File: config.mk
export PLATFORM = sky130hd
export DESIGN_NAME = muldiv_unit
export DESIGN_NICKNAME = d
export VERILOG_FILES = /design/src/rtl/muldiv_unit_pkg.sv /design/src/rtl/muldiv_datapath.sv /design/src/rtl/muldiv_unit.sv
export SDC_FILE = /design/constraint.sdc
export NUM_CORES = 1
export LEC_CHECK = 0
export ABC_AREA = 1
export CAP_MARGIN = 20
export CORE_ASPECT_RATIO = 1.75
export CORE_MARGIN = 4
export CORE_UTILIZATION = 45
export DETAILED_ROUTE_END_ITERATION = 10
export GPL_ROUTABILITY_DRIVEN = 0
export SLEW_MARGIN = 25
export SYNTH_ARGS = -nofsm -noshare
export SYNTH_HDL_FRONTEND = slang
export SYNTH_SLANG_ARGS = --single-unit
File: constraint.sdc
create_clock -name clk -period 4.32 [get_ports clk]
set_input_delay 0.432 -clock clk [delete_from_list [all_inputs] [get_ports clk]]
set_output_delay 0.432 -clock clk [all_outputs]
set_load 0.01 [all_outputs]
File: src/rtl/muldiv_unit_pkg.sv
// muldiv_unit_pkg: shared execute-stage types for the ALU and the iterative multiply/divide unit.
package muldiv_unit_pkg;
  typedef logic [4:0] t_register_index;
  typedef enum logic [3:0] {
    ALU_OP_ADD, ALU_OP_SUB, ALU_OP_AND, ALU_OP_OR, ALU_OP_XOR,
    ALU_OP_SLL, ALU_OP_SRL, ALU_OP_SRA, ALU_OP_SLT, ALU_OP_SLTU
  } t_alu_operation;
  typedef enum logic [3:0] {
    MULDIV_OP_INVALID, MULDIV_OP_MUL, MULDIV_OP_MULH, MULDIV_OP_MULHSU, MULDIV_OP_MULHU,
    MULDIV_OP_DIV, MULDIV_OP_DIVU, MULDIV_OP_REM, MULDIV_OP_REMU
  } t_muldiv_operation;
  typedef enum logic [1:0] {MULDIV_IDLE, MULDIV_BUSY, MULDIV_DONE} t_muldiv_state;
endpackage

File: src/rtl/muldiv_datapath.sv
// muldiv_datapath: 2*XLEN accumulator with one shift-add (multiply) or restoring shift-subtract (divide) step per cycle.
module muldiv_datapath #(
  parameter int XLEN = 32
) (
  input  logic            clk,
  input  logic            rst_n,
  input  logic            load,
  input  logic            step,
  input  logic            is_div,
  input  logic [XLEN-1:0] a,
  input  logic [XLEN-1:0] b,
  output logic [XLEN-1:0] hi,
  output logic [XLEN-1:0] lo
);
  logic [2*XLEN-1:0] acc_q, acc_d;
  logic [XLEN-1:0] b_q, b_d;
  logic [XLEN:0] sum, cand, diff;
  always_comb begin
    sum = {1'b0, acc_q[2*XLEN-1:XLEN]} + {1'b0, b_q};
    cand = {acc_q[2*XLEN-1:XLEN], acc_q[XLEN-1]};
    diff = cand - {1'b0, b_q};
    acc_d = acc_q;
    b_d = b_q;
    if (load) begin
      acc_d = {{XLEN{1'b0}}, a};
      b_d = b;
    end else if (step) begin
      // divide: remainder in the high half, quotient bits shift into the low half; diff[XLEN] is the borrow
      acc_d = is_div ? (diff[XLEN] ? {cand[XLEN-1:0], acc_q[XLEN-2:0], 1'b0}
                                   : {diff[XLEN-1:0], acc_q[XLEN-2:0], 1'b1})
                     : (acc_q[0] ? {sum, acc_q[XLEN-1:1]} : {1'b0, acc_q[2*XLEN-1:1]});
    end
  end
  always_ff @(posedge clk or negedge rst_n) begin
    if (!rst_n) begin
      acc_q <= '0;
      b_q <= '0;
    end else begin
      acc_q <= acc_d;
      b_q <= b_d;
    end
  end
  assign hi = acc_q[2*XLEN-1:XLEN];
  assign lo = acc_q[XLEN-1:0];
endmodule

File: src/rtl/muldiv_unit.sv
// muldiv_unit: iterative RV32M multiply/divide with valid/ready handshake, single-cycle special cases and rd tag pass-through.
module muldiv_unit import muldiv_unit_pkg::*; #(
  parameter int XLEN = 32
) (
  input  logic              clk,
  input  logic              rst_n,
  input  logic              flush,
  input  logic              in_valid,
  output logic              in_ready,
  input  t_muldiv_operation in_op,
  input  logic [XLEN-1:0]   in_a,
  input  logic [XLEN-1:0]   in_b,
  input  t_register_index   in_rd,
  output logic              out_valid,
  input  logic              out_ready,
  output logic [XLEN-1:0]   out_result,
  output t_register_index   out_rd
);
  localparam int CW = $clog2(XLEN + 1);
  t_muldiv_state state_q, state_d;
  logic [CW-1:0] cnt_q, cnt_d;
  t_muldiv_operation op_q, op_d;
  t_register_index rd_q, rd_d;
  logic neg_q, neg_d;
  logic [XLEN-1:0] res_q, res_d;
  logic load, step, is_div_in, is_rem_in, sign_a, sign_b, neg_a, neg_b, b_zero, ovf, fast;
  logic [XLEN-1:0] a_mag, b_mag, fast_res, hi, lo, mul_hi, fix;
  always_comb begin
    is_div_in = in_op inside {MULDIV_OP_DIV, MULDIV_OP_DIVU, MULDIV_OP_REM, MULDIV_OP_REMU};
    is_rem_in = in_op inside {MULDIV_OP_REM, MULDIV_OP_REMU};
    sign_a = in_op inside {MULDIV_OP_MULH, MULDIV_OP_MULHSU, MULDIV_OP_DIV, MULDIV_OP_REM};
    sign_b = in_op inside {MULDIV_OP_MULH, MULDIV_OP_DIV, MULDIV_OP_REM};
    neg_a = sign_a & in_a[XLEN-1];
    neg_b = sign_b & in_b[XLEN-1];
    a_mag = neg_a ? -in_a : in_a;
    b_mag = neg_b ? -in_b : in_b;
    b_zero = is_div_in && in_b == '0;
    ovf = in_op inside {MULDIV_OP_DIV, MULDIV_OP_REM} && in_a == {1'b1, {(XLEN-1){1'b0}}} && in_b == '1;
    fast = in_op == MULDIV_OP_INVALID || b_zero || ovf;
    fast_res = b_zero ? (is_rem_in ? in_a : '1) : (ovf && in_op == MULDIV_OP_DIV) ? in_a : '0;
    // high half of a negated 2*XLEN product: invert, carry in only when the low half is zero
    mul_hi = neg_q ? ~hi + {{(XLEN-1){1'b0}}, lo == '0} : hi;
    fix = op_q == MULDIV_OP_MUL ? lo
        : op_q inside {MULDIV_OP_MULH, MULDIV_OP_MULHSU, MULDIV_OP_MULHU} ? mul_hi
        : op_q inside {MULDIV_OP_DIV, MULDIV_OP_DIVU} ? (neg_q ? -lo : lo)
        : (neg_q ? -hi : hi);
  end
  always_comb begin
    state_d = state_q;
    cnt_d = cnt_q;
    op_d = op_q;
    rd_d = rd_q;
    neg_d = neg_q;
    res_d = res_q;
    load = 1'b0;
    step = 1'b0;
    if (flush) state_d = MULDIV_IDLE;
    else if (state_q == MULDIV_IDLE && in_valid) begin
      load = 1'b1;
      op_d = in_op;
      rd_d = in_rd;
      neg_d = is_rem_in ? neg_a : neg_a ^ neg_b;
      cnt_d = fast ? '0 : CW'(XLEN);
      res_d = fast ? fast_res : res_q;
      state_d = fast ? MULDIV_DONE : MULDIV_BUSY;
    end else if (state_q == MULDIV_BUSY) begin
      if (cnt_q == '0) begin
        res_d = fix;
        state_d = MULDIV_DONE;
      end else begin
        step = 1'b1;
        cnt_d = cnt_q - CW'(1);
      end
    end else if (state_q == MULDIV_DONE && out_ready) state_d = MULDIV_IDLE;
  end
  always_ff @(posedge clk or negedge rst_n) begin
    if (!rst_n) begin
      state_q <= MULDIV_IDLE;
      cnt_q <= '0;
      op_q <= MULDIV_OP_INVALID;
      rd_q <= '0;
      neg_q <= 1'b0;
      res_q <= '0;
    end else begin
      state_q <= state_d;
      cnt_q <= cnt_d;
      op_q <= op_d;
      rd_q <= rd_d;
      neg_q <= neg_d;
      res_q <= res_d;
    end
  end
  muldiv_datapath #(.XLEN(XLEN)) u_dp (
    .clk(clk), .rst_n(rst_n), .load(load), .step(step),
    .is_div(op_q inside {MULDIV_OP_DIV, MULDIV_OP_DIVU, MULDIV_OP_REM, MULDIV_OP_REMU}),
    .a(a_mag), .b(b_mag), .hi(hi), .lo(lo)
  );
  assign in_ready = state_q == MULDIV_IDLE;
  assign out_valid = state_q == MULDIV_DONE;
  assign out_result = res_q;
  assign out_rd = rd_q;
endmodule

==> results.md, run 1 <==
* Max frequency at around 0.28 GHz
* Final TNS setup at 0 ps
* Synth Register Bits at between 100 and 150
* Combinational Power Share at 71.4%
* YS warnings at 0
* CP Depth at 18
* Failing checks: hold timing
* Post-synth ARST share at 100.0%
* Max-Cap Viols at 0
* Overflow after GRT at 0
* Final WL at 84.77 mm
* Final min period at 3596 ps
* Net switching power figure at 10,190 uW
* Max-slew violations at 0
* Finished Cell Area at 20,080 um2
* Worst-path cell chain: nor2_1 > nand2_1 > nor2_1 > nand3_1 > nor3_1 > ha_1 > inv_1 > nand2_1 > nand2_1 > inv_1 > nand2_1 > nor2_1 > a21oi_1 > nor2_1 > nor2_1 > nand2_1 > nand2_1 > a21boi_1
* Critical path buffer and inverter count at 2
* Cell count after synthesis at 3,199
* WP data required at ~4700 ps
* Internal Power at 6559 uW
* Worst skew pair latency at 460 ps
* CP Launch Type: register
* Die W at 159.1 um
* Status: finished, violations left
* RR Endpoint: out_result[29]
* Die area at roughly 43,000 um2
* Max stage delay on crit path at 570 ps
* Die Height at roughly 270 um
* R2R depth at 18
* Fin Hold WS at -20.38 ps
* Post-layout net count at approximately 3,400
* Overall global routing resource usage at 38.25%
* Final core utilization at 50.97%
* Largest net degree at the start of global routing at 70
* TritonCTS clock tree: built
* Most common cell after layout, fill and taps aside: nand2_1
* Crit Path Class: reg2reg
* Skew final at 20.43 ps
* Setup Buffers After CTS at 0
* Final Power at roughly 17,000 uW
* # H-tree levels at 4
* Setup violators final at 0
* Hpwl dp at roughly 66 mm
* Drt wl/cell at 22.60 um
* Hold-fix buffers, CTS at 0
* Cell Area, Synth at 17,980 um2
* Synth unique cells at 54
* Clk sink count at 146
* Clock transition at the registers of the reported paths at approximately 70 ps
* Starting DRT DRC Count at 2,086
* Register area share after synthesis at 20.32%
* CTS Buf Count at 17
* Row Count at 96
* CP dominant cell by count: nand2_1
* Final Hold Fails at 12
* Worst-path maximum fanout at 7
* Fin crit share at a little over four fifths
* First-pass GRT wire length at around 130 mm
* R2r startpoint: u_dp.acc_q[25]
* Flop pwr share at a little under a fifth
* Layout cells sized above 1 at 4.232%
* # IOs at 117
* Sw frac at 60.83%
* Clock Power Share at 9.8%
* Critical Path Start: u_dp.acc_q[25]
* Net count after synthesis at ~3,400
* Pleak at 0.01050 uW
* Via count at 21,910
* WP data arrival at 3970 ps
* ANT cells at 0
* Worst slew margin at 27.48%
* Post-route ant nets at 0
* RSZ-0062 raised after global routing: false
* DRC Markers at 0
* Vias per std cell at between 5 and 6
* Worst vdd ir at 0.0004962 V
* Drt pass-1 iters at 6
* Critical path capture point type: register
* Core footprint at 39,400 um2
* Pwr dens at 834.1 nW/um2
* Dpl cell area at 19,460 um2
* CTS root buffer: clkbuf_16
* Most used DFF post-synth: dfrtp_1
* IO Port Bufs at 116
* Post-synth EDFFs at 0
* Critical path's slowest cell: dfrtp_1
* R2R Setup Slk at 720 ps
* Most frequent cells in the layout: nand2_1 (1,111), inv_1 (409), nor2_1 (309)
* CTS Buffer Depth at 2
* Area Growth Syn to Fin at 11.66%
* Initial core utilization at 45.64%
* Post-CTS sizing at 0
* Initial antenna violation count at 0
* Vias in the first global route at 21,470
* Crit-path leading delay family: simple AND/OR/NAND/NOR gates
* Worst min-delay path class: in2async
* Crit path to: out_result[29]
* Slew @ Worst Pin at roughly 1100 ps
* Avg Inst Size Synth at 5.621 um2
## how the worst min path moves through the flow
stage	depth (start not counted)	end
6_report	1	out_result[13]
5_1_grt	1	out_result[16]
4_1_cts	1	out_result[13]
3_5_place_dp	2	out_rd[4]
3_3_place_gp	2	out_rd[4]
2_1_floorplan	0	cnt_q[0]
## state kept, by name, summed over array words and instances, names as in the netlist
register    count
u_dp.acc_q     64
out_result     32
u_dp.b_q       32
cnt_q           6
out_rd          5
op_q            4
state_q         2
neg_q           1
## power groups by stage
| stage | combinational (uW) | sequential, uW | clock (uW) |
|---|---|---|---|
| 6_report | 12000 | 3150 | 1630 |
| 5_1_grt | 13100 | 3160 | 1690 |
| 4_1_cts | 11600 | 3060 | 1640 |
| 3_5_place_dp | 11600 | 3080 | 0 |
| 3_3_place_gp | 11500 | 3080 | 0 |
| 2_1_floorplan | 7980 | 2480 | 0 |
## per-layer routing
metal | up-vias | global-route usage, % | routed length [um] | part of all wire [%]
met3 | 431 | 6.359 | 5227 | 6.2
met5 | - | 0 | 0 | 0
met1 | 10020 | 36.10 | 27020 | 32
li1 | 10360 | - | - | -
met2 | 1101 | 67.30 | 41460 | 49
met4 | 0 | 40.39 | 11060 | 13
## worst register-to-register path, cell delays in order, from the launching register on
cell and delay [ps]:
dfrtp_1 570, nor2_1 220, nand2_1 130, nor2_1 230, nand3_1 110, nor3_1 390, ha_1 230, inv_1 40
nand2_1 140, nand2_1 170, inv_1 130, nand2_1 120, nor2_1 190, a21oi_1 90, nor2_1 140, nor2_1 60
nand2_1 150, nand2_1 220, a21boi_1 210
## Yosys cell counts (17+ instances only)
cell | n | area (um2)
a21oi_1 | 162 | 810.8
a31oi_1 | 23 | 143.9
buf_2 | 35 | 175.2
clkbuf_1 | 59 | 221.5
dfrtp_1 | 146 | 3654
ha_1 | 73 | 913.4
inv_1 | 410 | 1539
nand2_1 | 1112 | 4174
nand2_2 | 17 | 106.4
nand3_1 | 282 | 1411
nand4_1 | 29 | 181.4
nor2_1 | 312 | 1171
nor3_1 | 36 | 180.2
o211ai_1 | 56 | 420.4
o21ai_0 | 212 | 1061
xnor2_1 | 33 | 289.0
xor2_1 | 45 | 394.1
## kinds of logic (layout without fill, tap and decap cells)
| kind of cell | after synthesis | in the layout | synth area share (%) |
|---|---|---|---|
| simple gates | 1844 | 1844 | 42.58 |
| buf+inv | 544 | 606 | 12.10 |
| compound gates | 512 | 512 | 15.91 |
| flops | 146 | 146 | 20.32 |
| xor+xnor | 78 | 78 | 3.799 |
| fa+ha+maj | 75 | 75 | 5.302 |
## stage by stage
stage	hold WS [ps]	setup WS [ps]	std cells
floorplan	136.4	1437	3199
global placement	458.0	1051	3719
detailed placement	462.0	896.0	3719
CTS	8.532	882.3	3751
global route	30.61	445.8	3751
finish	-20.38	724.4	3751
## cell type report
cell class	instances	area, um2
multi-input cells	2509	12170
repair buffers	151	1425
clock buffers	18	439.2
clock inverters	14	182.7
well taps	490	613.1
fillers	4265	19320
inverters	423	1592
flip-flops and latches	146	3655
Power figures use the tool's default switching activity.
==> run 2: changes to the inputs <==
--- a/config.mk
+++ b/config.mk
@@ -12,6 +12,7 @@
 export CORE_UTILIZATION = 45
 export DETAILED_ROUTE_END_ITERATION = 10
 export GPL_ROUTABILITY_DRIVEN = 0
+export PLACE_DENSITY = 0.66
 export SLEW_MARGIN = 25
 export SYNTH_ARGS = -nofsm -noshare
 export SYNTH_HDL_FRONTEND = slang
==> constraint.sdc (replaced) <==
create_clock -name clk -period 3.05 [get_ports clk]
set_input_delay 0.305 -clock clk [delete_from_list [all_inputs] [get_ports clk]]
set_output_delay 0.305 -clock clk [all_outputs]
set_load 0.01 [all_outputs]
==> run 2 against run 1 <==
  * The run now ends clean
  * Total power is 42% higher
  * Die area stayed put
  * Clock power is 28% higher
  * Critical path depth is 3 lower
  * Wire length is 5.0% lower
  * Worst setup slack worse by 620 ps
  * Register-to-register slack worse by 620 ps
  * Critical path type unchanged
  * Critical endpoint is now out_result[13]
  * Highest routed layer unchanged
==> results.md, run 2 (same netlist as run 1, synthesis figures left out) <==
* Final Hold Fails at 0
* Clock transition at the registers of the reported paths at ~70 ps
* Pleak at 0.01104 uW
* Sw frac at between 50% and 60%
* TritonCTS clock tree: built
* DRC Markers at 0
* Drt pass-1 iters at 9
* # H-tree levels at 4
* Overflow after GRT at 0
* Critical Path Start: u_dp.acc_q[0]
* Final min period at 2945 ps
* Vias per std cell at 5.749
* Worst skew pair latency at 460 ps
* WP data required at 3410 ps
* Critical path's slowest cell: o21ai_1
* FF/Latch Area at 3655 um2
* Setup violators final at 0
* Initial core utilization at between 40% and 50%
* Overall global routing resource usage at a little under two fifths
* Row Count at 96
* Skew final at 12.78 ps
* Largest net degree at the start of global routing at 70
* Via count at about 22,000
* Max-slew violations at 0
* Final TNS setup at 0 ps
* Most common cell after layout, fill and taps aside: nand2_1
* Combinational Power Share at 75.7%
* CTS Buf Count at 17
* Clk sink count at roughly 150
* WP data arrival at 3300 ps
* Critical path capture point type: register
* Hold path start: in_rd[3]
* Multi-input logic area at 12,220 um2
* Worst-path maximum fanout at 44
* Flop pwr share at 15.5%
* Final WL at 80.56 mm
* Worst-path cell chain: clkinv_2 > buf_4 > nand3_2 > nor2_1 > nand2_1 > o21ai_1 > nand2_1 > nand3_1 > nand2_1 > nand2_1 > nand2_1 > nand2_1 > nand2_1 > nand2_1 > nand2_1
* Final core utilization at 53.29%
* Crit Path Class: reg2reg
* Most frequent cells in the layout: nand2_1 (1,108), inv_1 (407), nor2_1 (305)
* R2r startpoint: u_dp.acc_q[0]
* First-pass GRT wire length at 124.5 mm
* Die W at between 150 and 200 um
* Status: finished clean
* CP dominant cell by count: nand2_1
* Vias in the first global route at approximately 22,000
* Net switching power figure at 13,920 uW
* Internal Power at roughly 10000 uW
* # IOs at 117
* Post-route ant nets at 0
* Hpwl dp at 63.92 mm
* Max stage delay on crit path at 540 ps
* IO Port Bufs at 116
* Core footprint at 39,400 um2
* Largest register by flop count: u_dp.acc_q
* CTS Buffer Depth at 2
* Starting DRT DRC Count at around 2,000
* Critical path buffer and inverter count at 2
* Max frequency at 0.3395 GHz
* Area Growth Syn to Fin at 16.75%
* Worst slew margin at 29.42%
* Max-Cap Viols at 0
* Drt wl/cell at 20.85 um
* Slew @ Worst Pin at 1048 ps
* ANT cells at 0
* Initial antenna violation count at 1
* Layout cells sized above 1 at 7.738%
* Worst min-delay path class: in2reg
* Pwr dens at roughly 1100 nW/um2
* CP Launch Type: register
* Max FFs per register at 64
* Die Height at between 200 and 300 um
* Die area at 43,350 um2
* Clock Power Share at 8.8%
* Worst vdd ir at about 0.00056 V
* Fin crit share at 96.57%
* Fill cells at 4,169
* Post-layout net count at roughly 3,500
* CTS root buffer: clkbuf_16
* Crit-path leading delay family: simple AND/OR/NAND/NOR gates
run 2: cell types whose count changed in the layout (fill, tap and decap cells not counted), sizes merged:
cell,previous run,this run
clkbuf,18,19
inv,425,424
clkinvlp,0,2
bufinv,2,0
buf,36,147
dlygate4sd3,0,1
run 2: stage by stage:
| stage | cell area [um2] | cells | hold slack (ps) | worst slack (ps) | total power (uW) |
|---|---|---|---|---|---|
| after global routing | 21000 | 3863 | 404.0 | -80.97 | 25750 |
| after floorplan | 17980 | 3199 | 9.409 | 167.3 | 14820 |
| final | 21000 | 3863 | 382.2 | 104.5 | 23790 |
| after detailed placement | 20360 | 3827 | 314.2 | 127.9 | 20930 |
| after global placement | 20360 | 3827 | 312.0 | 142.0 | 20780 |
| after CTS | 20930 | 3860 | 372.4 | 87.31 | 23140 |
run 2: path summary, 6_finish.rpt:
kind | endpoint | slack [ps] | cells after the start
max | out_result[13] | 100 | 15
min | out_rd[3] | 380 | 3
max reg2reg | out_result[13] | 100 | 15
min reg2reg | out_rd[1] | 480 | 2
max in group asynchronous | neg_q | 1920 | 3
min in group asynchronous | u_dp.acc_q[50] | 390 | 2
run 2: cell type report:
class | count | share of cell area, %
inverter | 423 | 7.580
clock inverter | 13 | 0.5602
timing repair buffer | 263 | 11.24
multi-input combinational | 2509 | 58.18
sequential | 146 | 17.41
tap | 490 | 2.920
clock buffer | 19 | 2.110
run 2: layer usage:
metal  wire length, um  track usage [%]  vias to the layer above
met5                 0                0                        -
met4             10030            36.50                        0
met3              5337            6.843                      475
met2             39040            64.42                     1152
met1             26140            35.21                    10020
li1                  -                -                    10560
run 2: timing repair:
action / in CTS / in global routing
setup endpoints to repair: 0 / 20
resized for setup: 0 / 15
hold buffers: 1 / 0
endpoints found under the hold margin: 46 / 0
buffers inserted: 0 / 3
run 2: power groups by stage:
stage,Clock (uW),Combinational [uW],Sequential (uW)
5_1_grt,2190,19800,3760
2_1_floorplan,0,11300,3520
3_5_place_dp,0,17300,3670
4_1_cts,2120,17400,3650
3_3_place_gp,0,17100,3660
6_report,2090,18000,3700
run 2: tightest hold or removal path, cell delays in order:
cell,delay (ps)
clkdlybuf4s50_1,390
nand2_1,60
nand2_1,40
